File: src/rtl/nxn_game_ctrl.sv
// N x N tic-tac-toe controller: validates human/AI moves, checks for a win or
// draw after every move and keeps saturating tallies across games.
module nxn_game_ctrl #(
  parameter int N     = 3,
  parameter int WIN_W = 4
) (
  input  logic               clk,
  input  logic               clr,
  input  logic               move_req,
  input  logic [3:0]         move_idx,
  input  logic               ai_en,
  input  logic               ai_valid,
  input  logic [N*N-1:0]     ai_move,
  input  logic               new_game,
  output logic [N*N-1:0]     x_state,
  output logic [N*N-1:0]     o_state,
  output logic [2:0]         status,
  output logic               err,
  output logic [WIN_W-1:0]   x_wins,
  output logic [WIN_W-1:0]   o_wins,
  output logic [WIN_W-1:0]   draws
);

  localparam int C = N * N;
  localparam logic [C-1:0]     ONE   = C'(1);
  localparam logic [WIN_W-1:0] W_ONE = WIN_W'(1);

  typedef enum logic [2:0] {
    X_TURN  = 3'd0,
    O_TURN  = 3'd1,
    AI_WAIT = 3'd2,
    CHECK   = 3'd3,
    X_WON   = 3'd4,
    O_WON   = 3'd5,
    DRAW    = 3'd6
  } state_t;

  state_t       state;
  logic         last_x;
  logic [1:0]   rst_sync;
  logic         hold;
  logic [C-1:0] occ, hum_oh, last_board;
  logic         hum_ok, ai_ok, line_win, full;

  // Handshake: move_req and ai_valid are single-cycle strobes with no ready;
  // a strobe outside the state that consumes it is dropped, a bad one in that
  // state raises err for the following cycle.

  // Release of clr is retimed so the board stays cleared for two more edges.
  always_ff @(posedge clk or posedge clr) begin
    if (clr) rst_sync <= 2'b11;
    else     rst_sync <= {rst_sync[0], 1'b0};
  end
  assign hold = rst_sync[1];

  function automatic logic win_of(input logic [C-1:0] b);
    logic row_ok, col_ok, d1, d2, w;
    w  = 1'b0;
    d1 = 1'b1;
    d2 = 1'b1;
    for (int r = 0; r < N; r++) begin
      row_ok = 1'b1;
      col_ok = 1'b1;
      for (int c = 0; c < N; c++) begin
        row_ok = row_ok & b[r*N+c];
        col_ok = col_ok & b[c*N+r];
      end
      w  = w | row_ok | col_ok;
      d1 = d1 & b[r*N+r];
      d2 = d2 & b[r*N+(N-1-r)];
    end
    return w | d1 | d2;
  endfunction

  assign occ        = x_state | o_state;
  // An index past the board shifts the one-hot out to zero, which rejects it.
  assign hum_oh     = ONE << move_idx;
  assign hum_ok     = (hum_oh != '0) && ((hum_oh & occ) == '0);
  assign ai_ok      = (ai_move != '0) && ((ai_move & (ai_move - ONE)) == '0) &&
                      ((ai_move & occ) == '0);
  assign last_board = last_x ? x_state : o_state;
  assign line_win   = win_of(last_board);
  assign full       = &occ;
  assign status     = state;

  always_ff @(posedge clk or posedge clr) begin
    if (clr) begin
      state   <= X_TURN;
      x_state <= '0;
      o_state <= '0;
      err     <= 1'b0;
      last_x  <= 1'b0;
      x_wins  <= '0;
      o_wins  <= '0;
      draws   <= '0;
    end else if (hold) begin
      state   <= X_TURN;
      x_state <= '0;
      o_state <= '0;
      err     <= 1'b0;
      last_x  <= 1'b0;
      x_wins  <= '0;
      o_wins  <= '0;
      draws   <= '0;
    end else if (new_game) begin
      state   <= X_TURN;
      x_state <= '0;
      o_state <= '0;
      err     <= 1'b0;
      last_x  <= 1'b0;
    end else begin
      err <= 1'b0;
      case (state)
        X_TURN: if (move_req) begin
          if (hum_ok) begin
            x_state <= x_state | hum_oh;
            last_x  <= 1'b1;
            state   <= CHECK;
          end else err <= 1'b1;
        end
        O_TURN: if (move_req) begin
          if (hum_ok) begin
            o_state <= o_state | hum_oh;
            last_x  <= 1'b0;
            state   <= CHECK;
          end else err <= 1'b1;
        end
        AI_WAIT: if (ai_valid) begin
          if (ai_ok) begin
            o_state <= o_state | ai_move;
            last_x  <= 1'b0;
            state   <= CHECK;
          end else err <= 1'b1;
        end
        CHECK: begin
          // A line completed by the board-filling move counts as a win.
          if (line_win) begin
            if (last_x) begin
              state <= X_WON;
              if (x_wins != '1) x_wins <= x_wins + W_ONE;
            end else begin
              state <= O_WON;
              if (o_wins != '1) o_wins <= o_wins + W_ONE;
            end
          end else if (full) begin
            state <= DRAW;
            if (draws != '1) draws <= draws + W_ONE;
          end else if (last_x) begin
            state <= ai_en ? AI_WAIT : O_TURN;
          end else begin
            state <= X_TURN;
          end
        end
        default: state <= state;
      endcase
    end
  end

endmodule

File: config.mk
export PLATFORM = sky130hd
export DESIGN_NAME = nxn_game_ctrl
export DESIGN_NICKNAME = d
export VERILOG_FILES = /design/src/rtl/nxn_game_ctrl.sv
export SDC_FILE = /design/constraint.sdc
export NUM_CORES = 1
export LEC_CHECK = 0
export ABC_AREA = 1
export BUFFER_PORTS_ARGS = -buffer_cell sky130_fd_sc_hd__buf_2
export CORE_MARGIN = 2
export CORE_UTILIZATION = 50
export DETAILED_ROUTE_END_ITERATION = 8
export HOLD_SLACK_MARGIN = 0.03
export PLACE_DENSITY = 0.76
export SYNTH_ARGS = -nofsm -noshare
export SYNTH_HDL_FRONTEND = slang
export SYNTH_SLANG_ARGS = --single-unit
File: constraint.sdc
create_clock -name clk -period 1.7 [get_ports clk]
set_clock_uncertainty 0.2 [all_clocks]
set_input_delay 0.34 -clock clk [delete_from_list [all_inputs] [get_ports clk]]
set_output_delay 0.34 -clock clk [all_outputs]
set_load 0.03 [all_outputs]
# After elaboration in Yosys (flattened, before gate mapping)
# Cells that the tools add are included.
# word_totals
elab_cells	151
output_inout_bits	34
regBits	37
# op_classes
muxes	59
reduce_logical	31
shifts	1
n_bitwise	30
n_addsub	4
n_eq_ne	17
# op_table
operator	n
9-bit 2-to-1 mux	12
4-bit 2-to-1 mux	18
4-bit != test (second input constant)	9
9-bit OR	4
9-bit AND	3
9-bit logical NOT	3
5-bit AND reduction	5
3-bit 2-to-1 mux	8
9-bit case mux with 2 select lines	1
9-bit nonzero test	2
1-bit AND	16
1-bit 2-to-1 mux	15
2-bit nonzero test	7
4-bit by 1-bit adder with 4-bit output (second input constant)	3
5-bit nonzero test	2
3-bit case mux with 3 select lines	1
9-bit AND reduction	1
3-bit nonzero test	3
1-bit by 4-bit left shift with 9-bit output (first input constant)	1
9-bit by 1-bit subtractor with 9-bit output (second input constant)	1
4-bit by 1-bit != test with 1-bit output (second input constant)	2
1-bit OR	7
7-bit AND reduction	1
3-bit by 2-bit equality test with 1-bit output (second input constant)	2
11 further kinds	15

# Longest topological paths before layout
# Gate-level depths: netlist of the first run.
# logic_depth
depth_word	14
depth_mapped	15
ltp_nobuf	14

# Least setup slack after synthesis of the first run
# Ideal clock, no wire load.
# synth_path
path_type	register -> register
start	register state[1] (netlist: status[1])
end	register x_wins[3]
setup_slack_ns	-0.249
path_stages_with_launch	10
arrival_time_ns	1.617
setup_ns	0.132
path_buffers	0
required_time_ns	1.368
cell_sequence	dfrtp_1 nand2_1 nor2_2 nand2_1 a311oi_1 nand2_2 nor2_1 nand2_1 nand2_1 nor2_1
# synth_via
elab_chain_len	3
# synth_rtl
item	line	text
start, declared	38	state_t state;
start signal, assigned	149	state <= ai_en ? AI_WAIT : O_TURN;
start signal, assigned	154	default: state <= state;
3-bit by 2-bit equality test with 1-bit output	113	case (state)
2-bit nonzero test (no line)	n/a	
5-bit AND reduction (no line)	n/a	
end signal, assigned	140	if (x_wins != '1) x_wins <= x_wins + W_ONE;
end, declared	19	output logic [WIN_W-1:0] x_wins,
# Every way passes these cells.
# A chain may end at the register's enable or synchronous reset.

# Worst setup path after layout of the first run
# layout_path
start	register last_x
end	register x_wins[0]
# layout_via
elab_chain_len	12
# layout_rtl
item	line	text
start, declared	39	logic last_x;
start signal, assigned	92	last_x <= 1'b0;
start signal, assigned	101	last_x <= 1'b0;
start signal, assigned	110	last_x <= 1'b0;
9-bit 2-to-1 mux	81	assign last_board = last_x ? x_state : o_state;
1-bit AND (on tied branches) (2 in a row)	65, 66	
1-bit OR (5 in a row)	68	w = w | row_ok | col_ok;
1-bit OR (2 in a row)	72	return w | d1 | d2;
2-bit nonzero test (no line)	n/a	
5-bit AND reduction (no line) (*)	n/a	
# Every way passes the cells marked *; elsewhere a longest branch is shown, timed or not.

==> results of run 1 <==
[power groups by stage]
stage / registers (W) / logic, W / clock network (W)
floorplan: 0.000986 / 0.000270 / 0
global placement: 0.000953 / 0.000565 / 0
detailed placement: 0.000954 / 0.000572 / 0
CTS: 0.000935 / 0.000673 / 0.000819
global route: 0.000941 / 0.000807 / 0.000871
finish: 0.000939 / 0.000770 / 0.000822
[cells in the final DEF (no fill, tap or decap), types with 2 or more instances in the layout]
master                     instances
sky130_fd_sc_hd__a211oi_1          2
sky130_fd_sc_hd__a21oi_1          10
sky130_fd_sc_hd__a21oi_4           2
sky130_fd_sc_hd__a311oi_1          4
sky130_fd_sc_hd__a311oi_2          2
sky130_fd_sc_hd__buf_12            2
sky130_fd_sc_hd__buf_2            52
sky130_fd_sc_hd__buf_4            85
sky130_fd_sc_hd__buf_6            12
sky130_fd_sc_hd__clkbuf_8          6
sky130_fd_sc_hd__dfrtp_1          13
sky130_fd_sc_hd__dfrtp_2          22
sky130_fd_sc_hd__dfstp_2           2
sky130_fd_sc_hd__ha_1              3
sky130_fd_sc_hd__inv_1            31
sky130_fd_sc_hd__inv_2            11
sky130_fd_sc_hd__nand2_1          78
sky130_fd_sc_hd__nand2_2          23
sky130_fd_sc_hd__nand2_4          12
sky130_fd_sc_hd__nand3_1          15
sky130_fd_sc_hd__nand3_2          13
sky130_fd_sc_hd__nand3_4           5
sky130_fd_sc_hd__nand3b_1          3
sky130_fd_sc_hd__nand4_1          12
sky130_fd_sc_hd__nand4_4           2
sky130_fd_sc_hd__nor2_1           55
sky130_fd_sc_hd__nor2_2           11
sky130_fd_sc_hd__nor2_4           11
sky130_fd_sc_hd__nor3_1            3
sky130_fd_sc_hd__nor3_2            7
sky130_fd_sc_hd__nor3_4            2
sky130_fd_sc_hd__o21ai_0          12
sky130_fd_sc_hd__o21ai_1           5
sky130_fd_sc_hd__o21ai_2           2
sky130_fd_sc_hd__o21ai_4           3
sky130_fd_sc_hd__xor2_2            3
[worst reg2reg max path, stage by stage (launching register included)]
cell,delay [ns]
sky130_fd_sc_hd__dfrtp_2,0.43
sky130_fd_sc_hd__buf_6,0.18
sky130_fd_sc_hd__inv_8,0.06
sky130_fd_sc_hd__nand2_4,0.06
sky130_fd_sc_hd__nand2_4,0.07
sky130_fd_sc_hd__nand2_4,0.08
sky130_fd_sc_hd__nand2_4,0.06
sky130_fd_sc_hd__a21oi_4,0.24
sky130_fd_sc_hd__nand3_4,0.20
sky130_fd_sc_hd__nand2_4,0.13
sky130_fd_sc_hd__buf_4,0.12
sky130_fd_sc_hd__xor2_2,0.14
sky130_fd_sc_hd__nor2_1,0.06
[Yosys cell counts, types with 2 or more instances]
cell / instances
sky130_fd_sc_hd__a211oi_1: 3
sky130_fd_sc_hd__a21boi_0: 2
sky130_fd_sc_hd__a21oi_1: 11
sky130_fd_sc_hd__a311oi_1: 6
sky130_fd_sc_hd__buf_2: 2
sky130_fd_sc_hd__buf_6: 3
sky130_fd_sc_hd__clkbuf_1: 4
sky130_fd_sc_hd__dfrtp_1: 35
sky130_fd_sc_hd__dfstp_2: 2
sky130_fd_sc_hd__ha_1: 3
sky130_fd_sc_hd__inv_1: 38
sky130_fd_sc_hd__inv_2: 5
sky130_fd_sc_hd__nand2_1: 104
sky130_fd_sc_hd__nand2_2: 8
sky130_fd_sc_hd__nand3_1: 26
sky130_fd_sc_hd__nand3_2: 4
sky130_fd_sc_hd__nand3b_1: 3
sky130_fd_sc_hd__nand4_1: 12
sky130_fd_sc_hd__nor2_1: 69
sky130_fd_sc_hd__nor2_2: 6
sky130_fd_sc_hd__nor2_4: 2
sky130_fd_sc_hd__nor3_1: 12
sky130_fd_sc_hd__o21ai_0: 17
sky130_fd_sc_hd__o21ai_1: 5
sky130_fd_sc_hd__xor2_1: 4
[stage by stage]
step	hold WS (ns)	worst slack, ns	util [%]	total power, W
floorplan	0.1452	-0.08613	-	0.001256
global placement	0.1467	-0.2865	71.76	0.001519
detailed placement	0.1485	-0.3424	71.76	0.001526
CTS	0.1207	-0.2422	80.94	0.002427
global route	0.1276	-0.4810	86.47	0.002620
finish	0.1191	-0.4601	86.47	0.002532
[worst max path at each step]
stage	startpoint	slack [ns]	end
after floorplan	o_state[3]$_DFFE_PP0P_	-0.09	draws[0]$_DFFE_PP0P_
after global placement	last_x$_DFFE_PP0P_	-0.29	o_wins[1]$_DFFE_PP0P_
after detailed placement	last_x$_DFFE_PP0P_	-0.34	x_wins[2]$_DFFE_PP0P_
after CTS	last_x$_DFFE_PP0P_	-0.24	draws[0]$_DFFE_PP0P_
after global routing	last_x$_DFFE_PP0P_	-0.48	status[0]$_DFFE_PP0P_
final	last_x$_DFFE_PP0P_	-0.46	x_wins[0]$_DFFE_PP0P_
[metal layers]
layer | vias up | GRT usage [%] | routed length, um
met2 | 295 | 57.83 | 5265
met1 | 1732 | 45.30 | 4206
li1 | 1604 | - | -
met5 | - | 0 | 0
met3 | 101 | 6.353 | 1356
met4 | 0 | 12.50 | 836
[final cells by class]
cell class	instances	area share, %
sequential	37	21.51
clock buffer	6	1.858
multi-input combinational	311	45.50
inverter	44	3.941
timing repair buffer	152	24.38
tap	70	1.971
clock inverter	2	0.8446
[cells by family (layout without fill, tap and decap cells)]
group,count (synthesis),after routing,share of synthesized area [%]
AND/OR/NAND/NOR,250,253,42.34
buffers and inverters,53,204,8.450
AO/OA/AOI/OAI,50,50,11.72
flip-flops,37,37,34.64
XOR/XNOR,4,4,1.307
adder cells (fa/ha/maj),3,3,1.401
other,1,1,0.1399
[what timing repair did]
action	CTS	global route
setup endpoints to repair	35	35
cloned	3	0
endpoints found under the hold margin	35	0
hold buffers	1	0
resized for setup	59	67
pin swaps	15	40
setup buffers	11	7
[state kept, by name, summed over array words and instances (netlist names)]
register  flops
x_wins        4
last_x        1
draws         4
rst_sync      2
o_wins        4
x_state       9
err           1
o_state       9
status        3
==> impl_metrics.env, run 1 <==
export IMPL_cts_tree="built"
export IMPL_detail_route_drc_violations=0
export IMPL_critPathBufInv=3
export IMPL_grt_use_total_pct=34.81
export IMPL_timing_reg2reg_setup_slack_ns=-0.46
export IMPL_ioPinCount=53
export IMPL_setup_viol=35
export IMPL_std_cell_rows=26
export IMPL_gp_congestion=1.006
export IMPL_worstPathRequired_ns=1.68
export IMPL_cts_made_buffers=5
export IMPL_detail_route_iter0_violations=439
export IMPL_first_global_vias=3327
export IMPL_sw_frac_of_total_pct=33.21
export IMPL_detail_route_wirelength_um=11660
export IMPL_crit_fanout=6
export IMPL_timing_worst_setup_path_type="reg -> reg"
export IMPL_cpPeakStageDelay_ns=0.43
export IMPL_placement_cell_area_um2=3689
export IMPL_worst_r2r_path_depth=12
export IMPL_slowest_stage="sky130_fd_sc_hd__dfrtp_2"
export IMPL_yosys_area_top_type_share_pct=32.68
export IMPL_postSynthRegisterBits=37
export IMPL_period_minus_slack_ns=2.160
export IMPL_route_antenna_remaining_nets=0
export IMPL_worst_ep_arrival_time_ns=2.14
export IMPL_mappedNetlistNets=420
export IMPL_min_delay_start="ai_valid"
export IMPL_synthTopCellsByArea="sky130_fd_sc_hd__dfrtp_1 (33%), sky130_fd_sc_hd__nand2_1 (15%), sky130_fd_sc_hd__nor2_1 (9.7%)"
export IMPL_coreArea_um2=5140
export IMPL_timing_hold_worst_path_depth=3
export IMPL_avgRoutedWirePerCell_um=18.75
export IMPL_design_area_um2=4444
export IMPL_cp_start_kind="flop"
export IMPL_critical_path_cell_count=12
export IMPL_fmax_ghz=0.4629
export IMPL_proportion_of_layout_cells_with_a_drive_suffix_above_1_pct=54.35
export IMPL_clock_sink_count=37
export IMPL_end_of_the_worst_register_to_register_path="x_wins[0]$_DFFE_PP0P_"
export IMPL_hold_path_class="in -> reg"
export IMPL_power_leakage_nw=2.232
export IMPL_cellInternalPower_w=0.001691
export IMPL_numPortBuffers=52
export IMPL_synthesis_yosys_warnings=0
export IMPL_pwr_share_seq_pct=37.1
export IMPL_cpLargestDelayFamily="simple AND/OR/NAND/NOR gates"
export IMPL_globalRouteOverflowTotal=0
export IMPL_yosysUniqueCellTypes=37
export IMPL_violations="setup timing"
export IMPL_vdd_ir_drop_worst_uv=631.7
export IMPL_worst_setup_hold_path_clk_slew_ns=0.08
export IMPL_avgSynthCellArea_um2=6.734
export IMPL_timing_critical_path_cells="buf_6 -> inv_8 -> nand2_4 -> nand2_4 -> nand2_4 -> nand2_4 -> a21oi_4 -> nand3_4 -> nand2_4 -> buf_4 -> xor2_2 -> nor2_1"
export IMPL_grt_first_pass_wirelength_um=16200
export IMPL_multi_input_area_um2=2022
export IMPL_initial_utilization_pct=52.14
export IMPL_final_cell_count_no_fill=622
export IMPL_post_synth_instance_area_um2=2680
export IMPL_clock_path_buffers=2
export IMPL_n_fill_cell=272
export IMPL_power_net_switching_w=0.0008408
export IMPL_antenna_cells=0
export IMPL_synth_yosys_seq_area_share_pct=34.64
export IMPL_synth_top_area_cell="sky130_fd_sc_hd__dfrtp_1"
export IMPL_root_buffer="sky130_fd_sc_hd__clkbuf_8"
export IMPL_die_wd_um=77.21
export IMPL_slew_violations=0
export IMPL_worstHoldEndpoint="err$_DFF_PP0_"
export IMPL_period_share_pct=127.1
export IMPL_result_of_the_run="finished, violations left"
export IMPL_vias=3732
export IMPL_comb_power_share_pct=30.4
export IMPL_max_capacitance_violation_count=0
export IMPL_cts_htree_levels=2
export IMPL_synthArstFlopShare_pct=100.0
export IMPL_finalWorstSetupSlack_ns=-0.4601
export IMPL_clock_insertion_delay_worst_skew_ns=0.30
export IMPL_grt_antenna_before_repair=0
export IMPL_power_frac_clock_pct=32.5
export IMPL_number_of_flops_mapped_to_enable_cells_by_yosys=0
export IMPL_setup_repair_after_global_routing_missed_its_margin="true"
export IMPL_hold_vio_cnt_final=0
export IMPL_area_delta_synth_final_pct=65.83
export IMPL_dp_cells=593
export IMPL_postSynth_topFlopCell="sky130_fd_sc_hd__dfrtp_1"
export IMPL_cp_common_cell="sky130_fd_sc_hd__nand2_4"
export IMPL_area_sequential_um2=955.9
export IMPL_die_area_um2=5961
export IMPL_reg2reg_from="last_x$_DFFE_PP0P_"
export IMPL_final_setup_tns_ns=-11.02
export IMPL_synth_cells=398
export IMPL_grt_start_max_net_pins=38
export IMPL_chip_height_um=77.21
export IMPL_place_hpwl_um=6636
export IMPL_final_nets=573
export IMPL_crit_path_end_kind="flop"
export IMPL_power_density_nw_per_um2=569.6
export IMPL_vias_per_cell=6.000
export IMPL_drt_first_pass_iters=8
(Power assumes the default switching activity.)
==> inputs of run 2 (changes only) <==
ABC_AREA = default   (was 1)
CORE_UTILIZATION = 49   (was 50)
==> impl_metrics.env, run 2 <==
export IMPL_avgSynthCellArea_um2=9.108
export IMPL_max_capacitance_violation_count=0
export IMPL_slew_violations=0
export IMPL_top_regs="o_state: 9 flops, x_state: 9 flops"
export IMPL_cpLargestDelayFamily="compound AO/OA/AOI/OAI gates"
export IMPL_postSynth_topFlopCell="sky130_fd_sc_hd__dfrtp_1"
export IMPL_cts_tree="built"
export IMPL_antenna_cells=0
export IMPL_timing_critical_path_cells="a222oi_1 -> o22ai_2 -> a221oi_4 -> buf_6 -> and4b_1 -> xnor2_2 -> nor2_1"
export IMPL_initial_utilization_pct=50.42
export IMPL_yosys_cell_count_top_type="sky130_fd_sc_hd__nor2_1"
export IMPL_grt_use_total_pct=33.59
export IMPL_coreArea_um2=4661
export IMPL_timing_worst_setup_path_type="reg -> reg"
export IMPL_detail_route_wirelength_um=9542
export IMPL_numPortBuffers=52
export IMPL_cts_htree_levels=2
export IMPL_vdd_ir_drop_worst_uv=452.0
export IMPL_worst_setup_hold_path_clk_slew_ns=0.09
export IMPL_std_cell_rows=25
export IMPL_cts_made_buffers=5
export IMPL_place_hpwl_um=6259
export IMPL_timing_reg2reg_setup_slack_ns=-0.63
export IMPL_chip_height_um=73.25
export IMPL_proportion_of_layout_cells_with_a_drive_suffix_above_1_pct=60.59
export IMPL_slowest_stage="sky130_fd_sc_hd__dfrtp_2"
export IMPL_grt_antenna_before_repair=0
export IMPL_synth_top_cells_by_count="sky130_fd_sc_hd__nor2_1 (38), sky130_fd_sc_hd__dfrtp_1 (35), sky130_fd_sc_hd__a21oi_1 (19)"
export IMPL_yosys_area_top_type_share_pct=37.27
export IMPL_setup_viol=36
export IMPL_ioPinCount=53
export IMPL_worstMarginPinSlew_ns=0.6390
export IMPL_result_of_the_run="finished, violations left"
export IMPL_layout_cells_most_common="sky130_fd_sc_hd__buf_4"
export IMPL_vias_per_cell=6.439
export IMPL_grt_first_pass_wirelength_um=13540
export IMPL_crit_path_end_kind="flop"
export IMPL_clock_sink_count=37
export IMPL_power_leakage_nw=1.798
export IMPL_crit_fanout=5
export IMPL_clock_insertion_delay_worst_skew_ns=0.31
export IMPL_fmax_ghz=0.4292
export IMPL_postSynthRegisterBits=37
export IMPL_synthesis_yosys_warnings=0
export IMPL_avgRoutedWirePerCell_um=20.74
export IMPL_die_wd_um=73.25
export IMPL_hold_vio_cnt_final=0
export IMPL_detail_route_iter0_violations=407
export IMPL_synth_top_area_cell="sky130_fd_sc_hd__dfrtp_1"
export IMPL_violations="setup timing"
export IMPL_first_global_vias=2716
export IMPL_synth_cells=258
export IMPL_final_nets=427
export IMPL_vias=2962
export IMPL_finalWorstSetupSlack_ns=-0.6301
export IMPL_cpPeakStageDelay_ns=0.46
export IMPL_hold_path_class="reg -> reg"
export IMPL_drt_first_pass_iters=6
export IMPL_area_delta_synth_final_pct=67.78
export IMPL_route_antenna_remaining_nets=0
export IMPL_power_density_nw_per_um2=531.7
export IMPL_globalRouteOverflowTotal=0
export IMPL_clock_path_buffers=2
export IMPL_synthArstFlopShare_pct=100.0
export IMPL_setup_repair_after_global_routing_missed_its_margin="true"
export IMPL_grt_start_max_net_pins=38
export IMPL_final_core_utilization_pct=84.59
export IMPL_worst_ep_arrival_time_ns=2.35
export IMPL_synth_yosys_seq_area_share_pct=39.51
export IMPL_die_area_um2=5366
export IMPL_mappedNetlistNets=280
export IMPL_yosysUniqueCellTypes=61
export IMPL_critPathBufInv=1
export IMPL_detail_route_drc_violations=0
export IMPL_period_share_pct=137.1
export IMPL_slew_headroom_pct=57.40
export IMPL_period_minus_slack_ns=2.330
export IMPL_layout_common_cells="sky130_fd_sc_hd__buf_4 (85), sky130_fd_sc_hd__buf_2 (49), sky130_fd_sc_hd__nor2_1 (31)"
export IMPL_cp_start_kind="flop"
export IMPL_number_of_flops_mapped_to_enable_cells_by_yosys=0
export IMPL_finalHoldWorstSlack_ns=0.1595
export IMPL_worstPathRequired_ns=1.72
export IMPL_synthTopCellsByArea="sky130_fd_sc_hd__dfrtp_1 (37%), sky130_fd_sc_hd__nor2_1 (6.1%), sky130_fd_sc_hd__a21oi_1 (4.0%)"
export IMPL_gp_congestion=0.9602
export IMPL_root_buffer="sky130_fd_sc_hd__clkbuf_8"
export IMPL_post_synth_instance_area_um2=2350
run 2: changes by cell type after synthesis, moves of 8 or more:
cell	change
sky130_fd_sc_hd__a21oi_1	+8
sky130_fd_sc_hd__o21ai_0	-10
sky130_fd_sc_hd__nand2_1	-90
sky130_fd_sc_hd__nand4_1	-10
sky130_fd_sc_hd__nor2_1	-31
sky130_fd_sc_hd__nand3_1	-20
sky130_fd_sc_hd__nand2_2	-8
sky130_fd_sc_hd__o22ai_1	+10
sky130_fd_sc_hd__inv_1	-23
run 2: logic make-up after synthesis:
family | synth area share [%]
adders and majority gates | 1.598
muxes | 1.278
and+or+nand+nor | 24.18
DFF | 39.51
AOI/OAI and AO/OA | 25.51
other | 0.1596
xor gates and xnor gates | 2.982
buffers and inverters | 4.792
run 2: power by group:
part           total (W)  internal, W  switching, W
sequential      0.000899     0.000889    0.00000992
combinational   0.000359     0.000158      0.000201
clock           0.000838     0.000478      0.000360
total            0.00210      0.00153      0.000571
run 2: stage by stage:
step	worst slack, ns	TNS [ns]	std cells	cell area (um2)	power (W)
floorplan	-0.6299	-12.43	258	2465	0.001060
global placement	-0.8220	-17.54	446	3426	0.001213
detailed placement	-0.8616	-19.44	446	3426	0.001220
CTS	-0.5535	-13.53	458	3709	0.002045
global route	-0.7314	-17.45	460	3943	0.002149
finish	-0.6301	-14.60	460	3943	0.002096
run 2: timing repair:
action                                  CTS  global route
hold endpoints to repair                 35             0
hold buffers                              1             0
gates cloned                              0             0
buffers inserted                          4             4
gates resized for setup                  29            43
pin swaps                                15            28
endpoints found under the setup margin   37            37
run 2: worst paths after layout:
| kind | startpoint | to | depth (start not counted) |
|---|---|---|---|
| max | x_state[7]$_DFFE_PP0P_ | draws[3]$_DFFE_PP0P_ | 7 |
| min | rst_sync[0]$_DFF_PP1_ | rst_sync[1]$_DFF_PP1_ | 0 |
| max reg2reg | x_state[7]$_DFFE_PP0P_ | draws[3]$_DFFE_PP0P_ | 7 |
| min reg2reg | rst_sync[0]$_DFF_PP1_ | rst_sync[1]$_DFF_PP1_ | 0 |
| max in group asynchronous | clr | o_state[7]$_DFFE_PP0P_ | 4 |
| min in group asynchronous | clr | x_state[7]$_DFFE_PP0P_ | 4 |
run 2: final cells by class:
class / count / area, um2
Multi-Input combinational cell: 195 / 1677
Timing Repair Buffer: 151 / 1074
Sequential cell: 37 / 945.9
Fill cell: 235 / 718.2
Clock buffer: 6 / 82.58
Tap cell: 54 / 67.56
Inverter: 15 / 58.81
Clock inverter: 2 / 37.54
run 2: metal layers:
layer | vias to the layer above | global-route usage (%) | part of all wire, %
met5 | - | 0 | 0
met2 | 225 | 53.25 | 47
met3 | 58 | 6.996 | 9.5
met4 | 0 | 15.23 | 5.8
li1 | 1255 | - | -
met1 | 1424 | 44.09 | 38
==> inputs of run 3 (changes only) <==
GPL_ROUTABILITY_DRIVEN = 0   (was default)
PLACE_DENSITY = default   (was 0.76)
PLACE_DENSITY_LB_ADDON = 0.2   (was default)
==> impl_metrics.env, run 3 (synthesis gave the netlist of run 2 again) <==
export IMPL_final_cell_count_no_fill=458
export IMPL_first_global_vias=2614
export IMPL_setup_repair_after_global_routing_missed_its_margin="true"
export IMPL_finalHoldWorstSlack_ns=0.1597
export IMPL_n_fill_cell=256
export IMPL_chip_height_um=73.25
export IMPL_vias=2907
export IMPL_max_capacitance_violation_count=0
export IMPL_crit_fanout=4
export IMPL_globalRouteOverflowTotal=0
export IMPL_grt_first_pass_wirelength_um=12570
export IMPL_cts_made_buffers=5
export IMPL_root_buffer="sky130_fd_sc_hd__clkbuf_8"
export IMPL_initial_utilization_pct=50.42
export IMPL_violations="setup timing"
export IMPL_detail_route_wirelength_um=9496
export IMPL_period_share_pct=134.5
export IMPL_detail_route_iter0_violations=407
export IMPL_finalPower_w=0.002067
export IMPL_coreArea_um2=4661
export IMPL_clock_path_buffers=2
export IMPL_cpPeakStageDelay_ns=0.43
export IMPL_grt_start_max_net_pins=38
export IMPL_die_area_um2=5366
export IMPL_clock_insertion_delay_worst_skew_ns=0.31
export IMPL_cpLargestDelayFamily="compound AO/OA/AOI/OAI gates"
export IMPL_fmax_ghz=0.4373
export IMPL_cts_htree_levels=2
export IMPL_timing_worst_setup_path_type="reg -> reg"
export IMPL_avgRoutedWirePerCell_um=20.73
export IMPL_power_leakage_nw=1.794
export IMPL_dp_cells=440
export IMPL_ioPinCount=53
export IMPL_route_antenna_remaining_nets=0
export IMPL_setup_viol=36
export IMPL_timing_critical_path_cells="a222oi_1 -> o22ai_1 -> a221oi_2 -> buf_4 -> and4b_1 -> nor3_1 -> nor3b_1"
export IMPL_power_density_nw_per_um2=525.1
export IMPL_die_wd_um=73.25
export IMPL_finalWorstSetupSlack_ns=-0.5867
export IMPL_antenna_cells=0
export IMPL_grt_antenna_before_repair=0
export IMPL_detail_route_drc_violations=0
export IMPL_top_regs="o_state: 9 flops, x_state: 9 flops"
export IMPL_result_of_the_run="finished, violations left"
export IMPL_slew_headroom_pct=60.94
export IMPL_place_hpwl_um=5661
export IMPL_critPathBufInv=1
export IMPL_worst_setup_hold_path_clk_slew_ns=0.10
export IMPL_slew_violations=0
export IMPL_cp_start_kind="flop"
export IMPL_numPortBuffers=52
export IMPL_slowest_stage="sky130_fd_sc_hd__dfrtp_2"
export IMPL_clock_sink_count=37
export IMPL_std_cell_rows=25
export IMPL_detailedPlace_worstSlack_ns=-0.8785
export IMPL_vdd_ir_drop_worst_uv=492.8
export IMPL_proportion_of_layout_cells_with_a_drive_suffix_above_1_pct=60.15
export IMPL_worstMarginPinSlew_ns=0.5859
export IMPL_vias_per_cell=6.347
export IMPL_period_minus_slack_ns=2.287
export IMPL_hold_path_class="reg -> reg"
export IMPL_layout_common_cells="sky130_fd_sc_hd__buf_4 (82), sky130_fd_sc_hd__buf_2 (41), sky130_fd_sc_hd__nor2_1 (28)"
export IMPL_worstPathRequired_ns=1.73
export IMPL_cts_tree="built"
export IMPL_drt_first_pass_iters=6
export IMPL_final_core_utilization_pct=84.46
export IMPL_hold_vio_cnt_final=0
export IMPL_crit_path_end_kind="flop"
export IMPL_area_delta_synth_final_pct=67.52
export IMPL_grt_use_total_pct=30.90
export IMPL_layout_cells_most_common="sky130_fd_sc_hd__buf_4"
export IMPL_worst_ep_arrival_time_ns=2.32
export IMPL_final_nets=425
-- run 3: per-layer routing --
layer / vias up / GRT usage [%] / wire (um)
met5: - / 0 / 0
met4: 0 / 11.32 / 540
met3: 58 / 6.447 / 832
met2: 178 / 47.85 / 4330
met1: 1412 / 42.69 / 3792
li1: 1259 / - / -
-- run 3: worst reg2reg max path, cell delays in order (launching register included) --
cell and delay [ns]:
sky130_fd_sc_hd__dfrtp_2 0.43, sky130_fd_sc_hd__a222oi_1 0.41, sky130_fd_sc_hd__o22ai_1 0.19, sky130_fd_sc_hd__a221oi_2 0.36
sky130_fd_sc_hd__buf_4 0.20, sky130_fd_sc_hd__and4b_1 0.20, sky130_fd_sc_hd__nor3_1 0.06, sky130_fd_sc_hd__nor3b_1 0.16
-- run 3: power by group --
group	switching [W]	internal, W	total (W)
Combinational	0.000195	0.000168	0.000363
Sequential	0.0000105	0.000890	0.000900
Clock	0.000364	0.000440	0.000804
Total	0.000569	0.00150	0.00207
-- run 3: cell type report --
| cell class | count | area [um2] | area share (%) |
|---|---|---|---|
| inverters | 15 | 58.81 | 1.494 |
| clock buffers | 5 | 68.82 | 1.748 |
| flip-flops and latches | 37 | 947.2 | 24.06 |
| well taps | 54 | 67.56 | 1.716 |
| multi-input cells | 195 | 1604 | 40.75 |
| repair buffers | 149 | 1144 | 29.05 |
| clock inverters | 3 | 46.29 | 1.176 |
-- run 3: worst paths after layout --
| kind | to | start | cells past startpoint | slack (ns) |
|---|---|---|---|---|
| min in group asynchronous | x_state[8]$_DFFE_PP0P_ | clr | 4 | 0.47 |
| setup reg to reg | status[0]$_DFFE_PP0P_ | x_state[0]$_DFFE_PP0P_ | 7 | -0.59 |
| hold / removal | rst_sync[1]$_DFF_PP1_ | rst_sync[0]$_DFF_PP1_ | 0 | 0.16 |
| max in group asynchronous | o_state[3]$_DFFE_PP0P_ | clr | 4 | 0.44 |
| hold reg to reg | rst_sync[1]$_DFF_PP1_ | rst_sync[0]$_DFF_PP1_ | 0 | 0.16 |
| setup / recovery | status[0]$_DFFE_PP0P_ | x_state[0]$_DFFE_PP0P_ | 7 | -0.59 |
-- run 3: per-stage QoR --
stage / TNS (ns) / area (um2)
floorplan: -12.43 / 2465
global placement: -17.42 / 3381
detailed placement: -18.47 / 3381
CTS: -11.35 / 3707
global route: -15.86 / 3936
finish: -14.33 / 3936
-- run 3: repair_timing --
item,4_1_cts,5_1_grt
hold endpoints to repair,35,0
pin swaps,23,23
gates cloned,0,1
endpoints found under the setup margin,39,42
gates resized for setup,45,45
hold buffers,1,0
buffers inserted,5,8
